$ cat src/rtl/max7219_spi_ctrl.sv
// MAX7219 frame sequencer: runs the init ROM, then arbitrates host writes,
// intensity updates and digit refresh onto a shared two-byte SPI transmitter.
module max7219_spi_ctrl #(
    parameter int CS_GAP  = 8,
    parameter int TIMEOUT = 4096
) (
    input  logic        clk,
    input  logic        reset,
    input  logic        spi_valid,
    input  logic [31:0] digits,
    input  logic [3:0]  intensity,
    input  logic        host_req,
    input  logic [3:0]  host_addr,
    input  logic [7:0]  host_data,
    output logic        spi_onoff,
    output logic [7:0]  spi_data,
    output logic        host_ack,
    output logic        busy,
    output logic        init_done,
    output logic        fault
);
    localparam int TW = $clog2(TIMEOUT) + 1;
    localparam int GW = $clog2(CS_GAP) + 1;

    typedef enum logic [2:0] {INIT_SEL, SEL, IDLE, HI, LO, GAP} state_t;
    typedef enum logic [1:0] {K_INIT, K_HOST, K_INT, K_REF} kind_t;

    state_t        state, state_next;
    kind_t         kind, kind_next;
    logic [2:0]    init_step, init_step_next;
    logic [3:0]    addr, addr_next;
    logic [7:0]    data, data_next;
    logic [31:0]   snapshot, snapshot_next;
    logic [2:0]    ref_idx, ref_idx_next;
    logic          pass_active, pass_active_next;
    logic [3:0]    shadow, shadow_next;
    logic [TW-1:0] tmo_cnt, tmo_cnt_next;
    logic [GW-1:0] gap_cnt, gap_cnt_next;
    logic          spi_onoff_next, host_ack_next, init_done_next, fault_next;
    logic [7:0]    spi_data_next;
    logic          req_host, req_int, req_ref, timeout_hit, launch, abort;
    logic [3:0]    rom_addr;
    logic [7:0]    rom_data;

    assign busy        = (state != IDLE);
    assign req_host    = host_req & init_done;
    assign req_int     = (intensity != shadow);
    assign req_ref     = pass_active | (digits != snapshot);
    assign timeout_hit = (tmo_cnt == TW'(TIMEOUT - 1)) & ~spi_valid;

    always_comb begin
        rom_addr = 4'h0C;
        rom_data = 8'h01;
        case (init_step)
            3'd0: begin rom_addr = 4'h0C; rom_data = 8'h00; end
            3'd1: begin rom_addr = 4'h0F; rom_data = 8'h00; end
            3'd2: begin rom_addr = 4'h09; rom_data = 8'hFF; end
            3'd3: begin rom_addr = 4'h0B; rom_data = 8'h07; end
            3'd4: begin rom_addr = 4'h0A; rom_data = {4'h0, intensity}; end
            default: begin rom_addr = 4'h0C; rom_data = 8'h01; end
        endcase
    end

    always_comb begin
        state_next       = state;
        kind_next        = kind;
        init_step_next   = init_step;
        addr_next        = addr;
        data_next        = data;
        snapshot_next    = snapshot;
        ref_idx_next     = ref_idx;
        pass_active_next = pass_active;
        shadow_next      = shadow;
        tmo_cnt_next     = tmo_cnt;
        gap_cnt_next     = gap_cnt;
        spi_onoff_next   = spi_onoff;
        spi_data_next    = spi_data;
        host_ack_next    = 1'b0;
        init_done_next   = init_done;
        fault_next       = fault;
        launch           = 1'b0;
        abort            = 1'b0;

        case (state)
            INIT_SEL: begin
                addr_next = rom_addr;
                data_next = rom_data;
                kind_next = K_INIT;
                // The init intensity frame also counts as the shadowed value.
                if (init_step == 3'd4) shadow_next = intensity;
                launch = 1'b1;
            end
            SEL: begin
                if (req_host) begin
                    addr_next = host_addr;
                    data_next = host_data;
                    kind_next = K_HOST;
                    launch    = 1'b1;
                end else if (req_int) begin
                    addr_next   = 4'h0A;
                    data_next   = {4'h0, intensity};
                    shadow_next = intensity;
                    kind_next   = K_INT;
                    launch      = 1'b1;
                end else if (req_ref) begin
                    kind_next = K_REF;
                    launch    = 1'b1;
                    if (!pass_active) begin
                        snapshot_next    = digits;
                        ref_idx_next     = 3'd0;
                        pass_active_next = 1'b1;
                        addr_next        = 4'h1;
                        data_next        = {4'h0, digits[3:0]};
                    end else begin
                        addr_next = {1'b0, ref_idx} + 4'd1;
                        data_next = {4'h0, snapshot[{ref_idx, 2'b00} +: 4]};
                    end
                end else begin
                    state_next = IDLE;
                end
            end
            IDLE: begin
                if (req_host || req_int || req_ref) state_next = SEL;
            end
            HI: begin
                if (spi_valid) begin
                    spi_data_next = data;
                    tmo_cnt_next  = '0;
                    state_next    = LO;
                end else if (timeout_hit) begin
                    abort = 1'b1;
                end else begin
                    tmo_cnt_next = tmo_cnt + TW'(1);
                end
            end
            LO: begin
                if (spi_valid) begin
                    spi_onoff_next = 1'b0;
                    host_ack_next  = (kind == K_HOST);
                    gap_cnt_next   = '0;
                    state_next     = GAP;
                    if (kind == K_INIT) init_step_next = init_step + 3'd1;
                    if (kind == K_REF) begin
                        if (ref_idx == 3'd7) pass_active_next = 1'b0;
                        ref_idx_next = ref_idx + 3'd1;
                    end
                end else if (timeout_hit) begin
                    abort = 1'b1;
                end else begin
                    tmo_cnt_next = tmo_cnt + TW'(1);
                end
            end
            GAP: begin
                if (gap_cnt == GW'(CS_GAP - 1)) begin
                    if (init_done) begin
                        state_next = SEL;
                    end else if (init_step == 3'd6) begin
                        init_done_next = 1'b1;
                        state_next     = SEL;
                    end else begin
                        state_next = INIT_SEL;
                    end
                end else begin
                    gap_cnt_next = gap_cnt + GW'(1);
                end
            end
            default: state_next = INIT_SEL;
        endcase

        if (launch) begin
            spi_onoff_next = 1'b1;
            spi_data_next  = {4'h0, addr_next};
            tmo_cnt_next   = '0;
            state_next     = HI;
        end
        // Aborted frames leave step/index/request untouched so they are resent.
        if (abort) begin
            fault_next     = 1'b1;
            spi_onoff_next = 1'b0;
            gap_cnt_next   = '0;
            state_next     = GAP;
        end
    end

    always_ff @(posedge clk) begin
        if (reset) begin
            state       <= INIT_SEL;
            kind        <= K_INIT;
            init_step   <= '0;
            addr        <= '0;
            data        <= '0;
            snapshot    <= '0;
            ref_idx     <= '0;
            pass_active <= 1'b0;
            shadow      <= '0;
            tmo_cnt     <= '0;
            gap_cnt     <= '0;
            spi_onoff   <= 1'b0;
            spi_data    <= '0;
            host_ack    <= 1'b0;
            init_done   <= 1'b0;
            fault       <= 1'b0;
        end else begin
            state       <= state_next;
            kind        <= kind_next;
            init_step   <= init_step_next;
            addr        <= addr_next;
            data        <= data_next;
            snapshot    <= snapshot_next;
            ref_idx     <= ref_idx_next;
            pass_active <= pass_active_next;
            shadow      <= shadow_next;
            tmo_cnt     <= tmo_cnt_next;
            gap_cnt     <= gap_cnt_next;
            spi_onoff   <= spi_onoff_next;
            spi_data    <= spi_data_next;
            host_ack    <= host_ack_next;
            init_done   <= init_done_next;
            fault       <= fault_next;
        end
    end
endmodule

$ cat config.mk
export PLATFORM = sky130hd
export DESIGN_NAME = max7219_spi_ctrl
export DESIGN_NICKNAME = d
export VERILOG_FILES = /design/src/rtl/max7219_spi_ctrl.sv
export SDC_FILE = /design/constraint.sdc
export NUM_CORES = 1
export LEC_CHECK = 0
export CAP_MARGIN = 20
export CORE_UTILIZATION = 46
export DETAILED_ROUTE_END_ITERATION = 16
export GPL_TIMING_DRIVEN = 0
export PLACE_DENSITY = 0.81
export SLEW_MARGIN = 40
export SYNTH_ARGS = -nofsm -noshare
export SYNTH_HDL_FRONTEND = slang
export SYNTH_SLANG_ARGS = --single-unit
$ cat constraint.sdc
create_clock -name clk -period 6.1 [get_ports clk]
set_input_delay 0.915 -clock clk [delete_from_list [all_inputs] [get_ports clk]]
set_output_delay 0.915 -clock clk [all_outputs]
set_load 0.005 [all_outputs]
==> metrics.cfg <==
[yosys]
synthSimpleGateAreaFrac_pct = 22.7
syn_nets = 598
ys_top_cells_by_count = 86 x dfxtp_1, 85 x nor2_1, 43 x mux2i_1, 42 x xor2_1, 39 x nand2_1
synth_top_area_share_pct = 36.4
synth_warnings = 0
synth_edf_count = 0
syn_inst = 537
ys_top_cells_by_area = dfxtp_1 36%, mux2i_1 9.1%, xor2_1 7.8%, nor2_1 6.7%, mux4_2 3.8%
synth_adder_area_share_pct = 2.38
async_reset_ff_share_pct = 0
yosys.cell_count.top_type = dfxtp_1
synth_top_family_by_area = simple AND/OR/NAND/NOR gates
synth_area_um2 = 4730
synth.largest_area_cell = dfxtp_1
ys_seq_area_share_pct = 36.4
synth.avg_cell_area_um2 = 8.80
ys_ff_latch = 86
synth_flop_cell = dfxtp_1
synthXorXnorAreaFrac_pct = 8.71
ys_types = 63
synthMuxAreaShare_pct = 12.9
synth_compound_area_share_pct = 12.6

[power]
p_per_area_nw_per_um2 = 207
clockPowerShare_pct = 35.2
vdd_drop_max_mv = 0.113
p_int_w = 0.000866
sw_frac_of_total_pct = 27.0
power.switching_w = 0.000321
pwr-share-comb_pct = 15.1
power_frac_seq_pct = 49.7
power_leakage_nw = 2.05

[placement]
dp.cells = 734
place_congestion = 0.919
portBuffers = 64
post-dp-hpwl_um = 9310

[final_layout]
nets = 673
drive_gt1_share_pct = 7.13
antennaDiodeCount = 0
syn_to_final_growth_pct = 21.3
final_core_util_pct = 58.1
finalNonFillerCells = 750

[clocking]
ctsHoldBuffers = 0
post_cts.repair.setup_buffers = 0
cts-root-buf = clkbuf_8
cts_resized = 0
ctsHtreeMaxLevel = 3
clock_sink_count = 86
cts_tree = built
clkTransAtPathRegs_ns = 0.08
clk_latency_ns = 0.37
cts_buffers = 9
ctsLongestPathBuffers = 2

[critical_path]
required_ns = 6.38
critical-path-max-stage-delay_ns = 0.49
path_class = input port to flip-flop
path_max_fanout = 9
crit_chain = clkdlybuf4s50_1 > xor2_1 > nor4_1 > and4_2 > a31oi_2 > or2_1 > buf_2 > nor4_2
critPathSlowestCell = clkdlybuf4s50_1
crit_arrival_ns = 3.34
cp-end-kind = flip-flop
start_kind = input port

[die]
core-area_um2 = 9860
die_h_um = 103
die_w_um = 103
num_rows = 36
die_area_um2 = 10700
start_util_pct = 47.9
num_io_pins = 65

[timing]
max_freq_mhz = 326
period_share_pct = 50.3
setup_violations = 0
setup-tns-final_ns = 0
slew_headroom_pct = 46.2
drv_slew = 0
hold_violations = 0
skew_ns = 0.0151
rsz0062_at_grt = no
post-route-min-period_ns = 3.07
worstMarginPinSlew_ns = 0.801

[drt]
wl_per_cell_um = 16.7
wirelength_um = 12500
drt-initial-drc-count = 262
firstDrtPassIters = 5
vias_per_cell = 5.83
ant_nets = 0
drc = 0
num_vias = 4369

[global_route]
grt_max_degree = 15
grt_util_all_layers_pct = 24.6
grt_pass1_vias = 4256
grt-ovfl-total = 0
grt_pass1_wl_um = 20100
antenna_found_initial = 0

[worst_hold_path]
holdCritPathClass = flip-flop to flip-flop

[run_status]
run_status = completed

[run]
drv_cap = 0

## worst max-delay path: cells and delay by family
kind | cells | cell delay [ns]
and+or+nand+nor | 4 | 1.38
buffers and inverters | 2 | 0.66
xor gates and xnor gates | 1 | 0.19
AOI/OAI and AO/OA | 1 | 0.19
## kinds of logic (layout without fill, tap and decap cells)
logic type / after synthesis / in the layout
simple gates: 213 / 213
compound gates: 93 / 93
flops: 86 / 86
mux: 51 / 51
xor+xnor: 47 / 47
buf+inv: 38 / 118
fa+ha+maj: 9 / 9
## per-layer routing
metal  track usage [%]  wire length (µm)  up-vias
met2              43.4              6040      210
met3              5.17               982       33
li1                  -                 -     2067
met5                 0                 0        -
met4              9.86               321        0
met1              29.2              5160     2059
## stage by stage
stage                     cell area [µm²]  power [W]  hold WS [ns]  setup slack, ns
after floorplan                      4730   0.000699         0.419             3.63
after CTS                            5730    0.00119         0.451             3.08
after detailed placement             5530   0.000779         0.436             2.70
after global routing                 5730    0.00123         0.473             2.94
after global placement               5530   0.000774         0.433             2.81
final                                5730    0.00119         0.453             3.03
## sequential cells by signal (all words and copies together) (netlist names), 2 cells and up
name	cells
snapshot	32
tmo_cnt	13
data	8
spi_data	8
gap_cnt	4
shadow	4
init_step	3
ref_idx	3
state	3
kind	2
## cells in the final DEF, fill, tap and decap left out, drive strengths merged, types with 3 or more instances in the layout
cell            n
a31oi           8
nor4           12
xor2           42
nor2           85
mux2i          43
or2             5
nand2          40
o21ai          19
and3            8
or3             5
and2            3
nor3           10
nand3           8
a211oi         12
a21oi          33
nand4           8
ha              9
dfxtp          86
nand3b          3
a41oi           3
mux4            8
and4            5
clkdlybuf4s50  64
xnor2           5
buf             9
inv             9
nor3b           4
nor2b           5
clkbuf         33
nand2b          5
## power groups by stage
stage / sequential (W) / clock (W) / combinational, W
floorplan: 0.000600 / 0 / 0.0000991
global placement: 0.000602 / 0 / 0.000172
CTS: 0.000590 / 0.000422 / 0.000177
finish: 0.000590 / 0.000418 / 0.000179
global route: 0.000592 / 0.000443 / 0.000195
detailed placement: 0.000603 / 0 / 0.000176
## final cells by class
class	instances	area, µm²
Buffer	30	174
Clock buffer	12	145
Clock inverter	4	55.1
Fill cell	851	4130
Inverter	8	30.0
Multi-Input combinational cell	413	2800
Sequential cell	86	1720
Tap cell	133	166
Timing Repair Buffer	64	641
## worst paths after layout
check / start / to / slack, ns / depth (start not counted)
max: digits[0] / tmo_cnt[2] / 3.03 / 8
min: tmo_cnt[12] / tmo_cnt[12] / 0.45 / 2
max reg2reg: snapshot[15] / tmo_cnt[2] / 3.71 / 7
min reg2reg: tmo_cnt[12] / tmo_cnt[12] / 0.45 / 2
No activity file was read; power rests on OpenSTA's default activity.
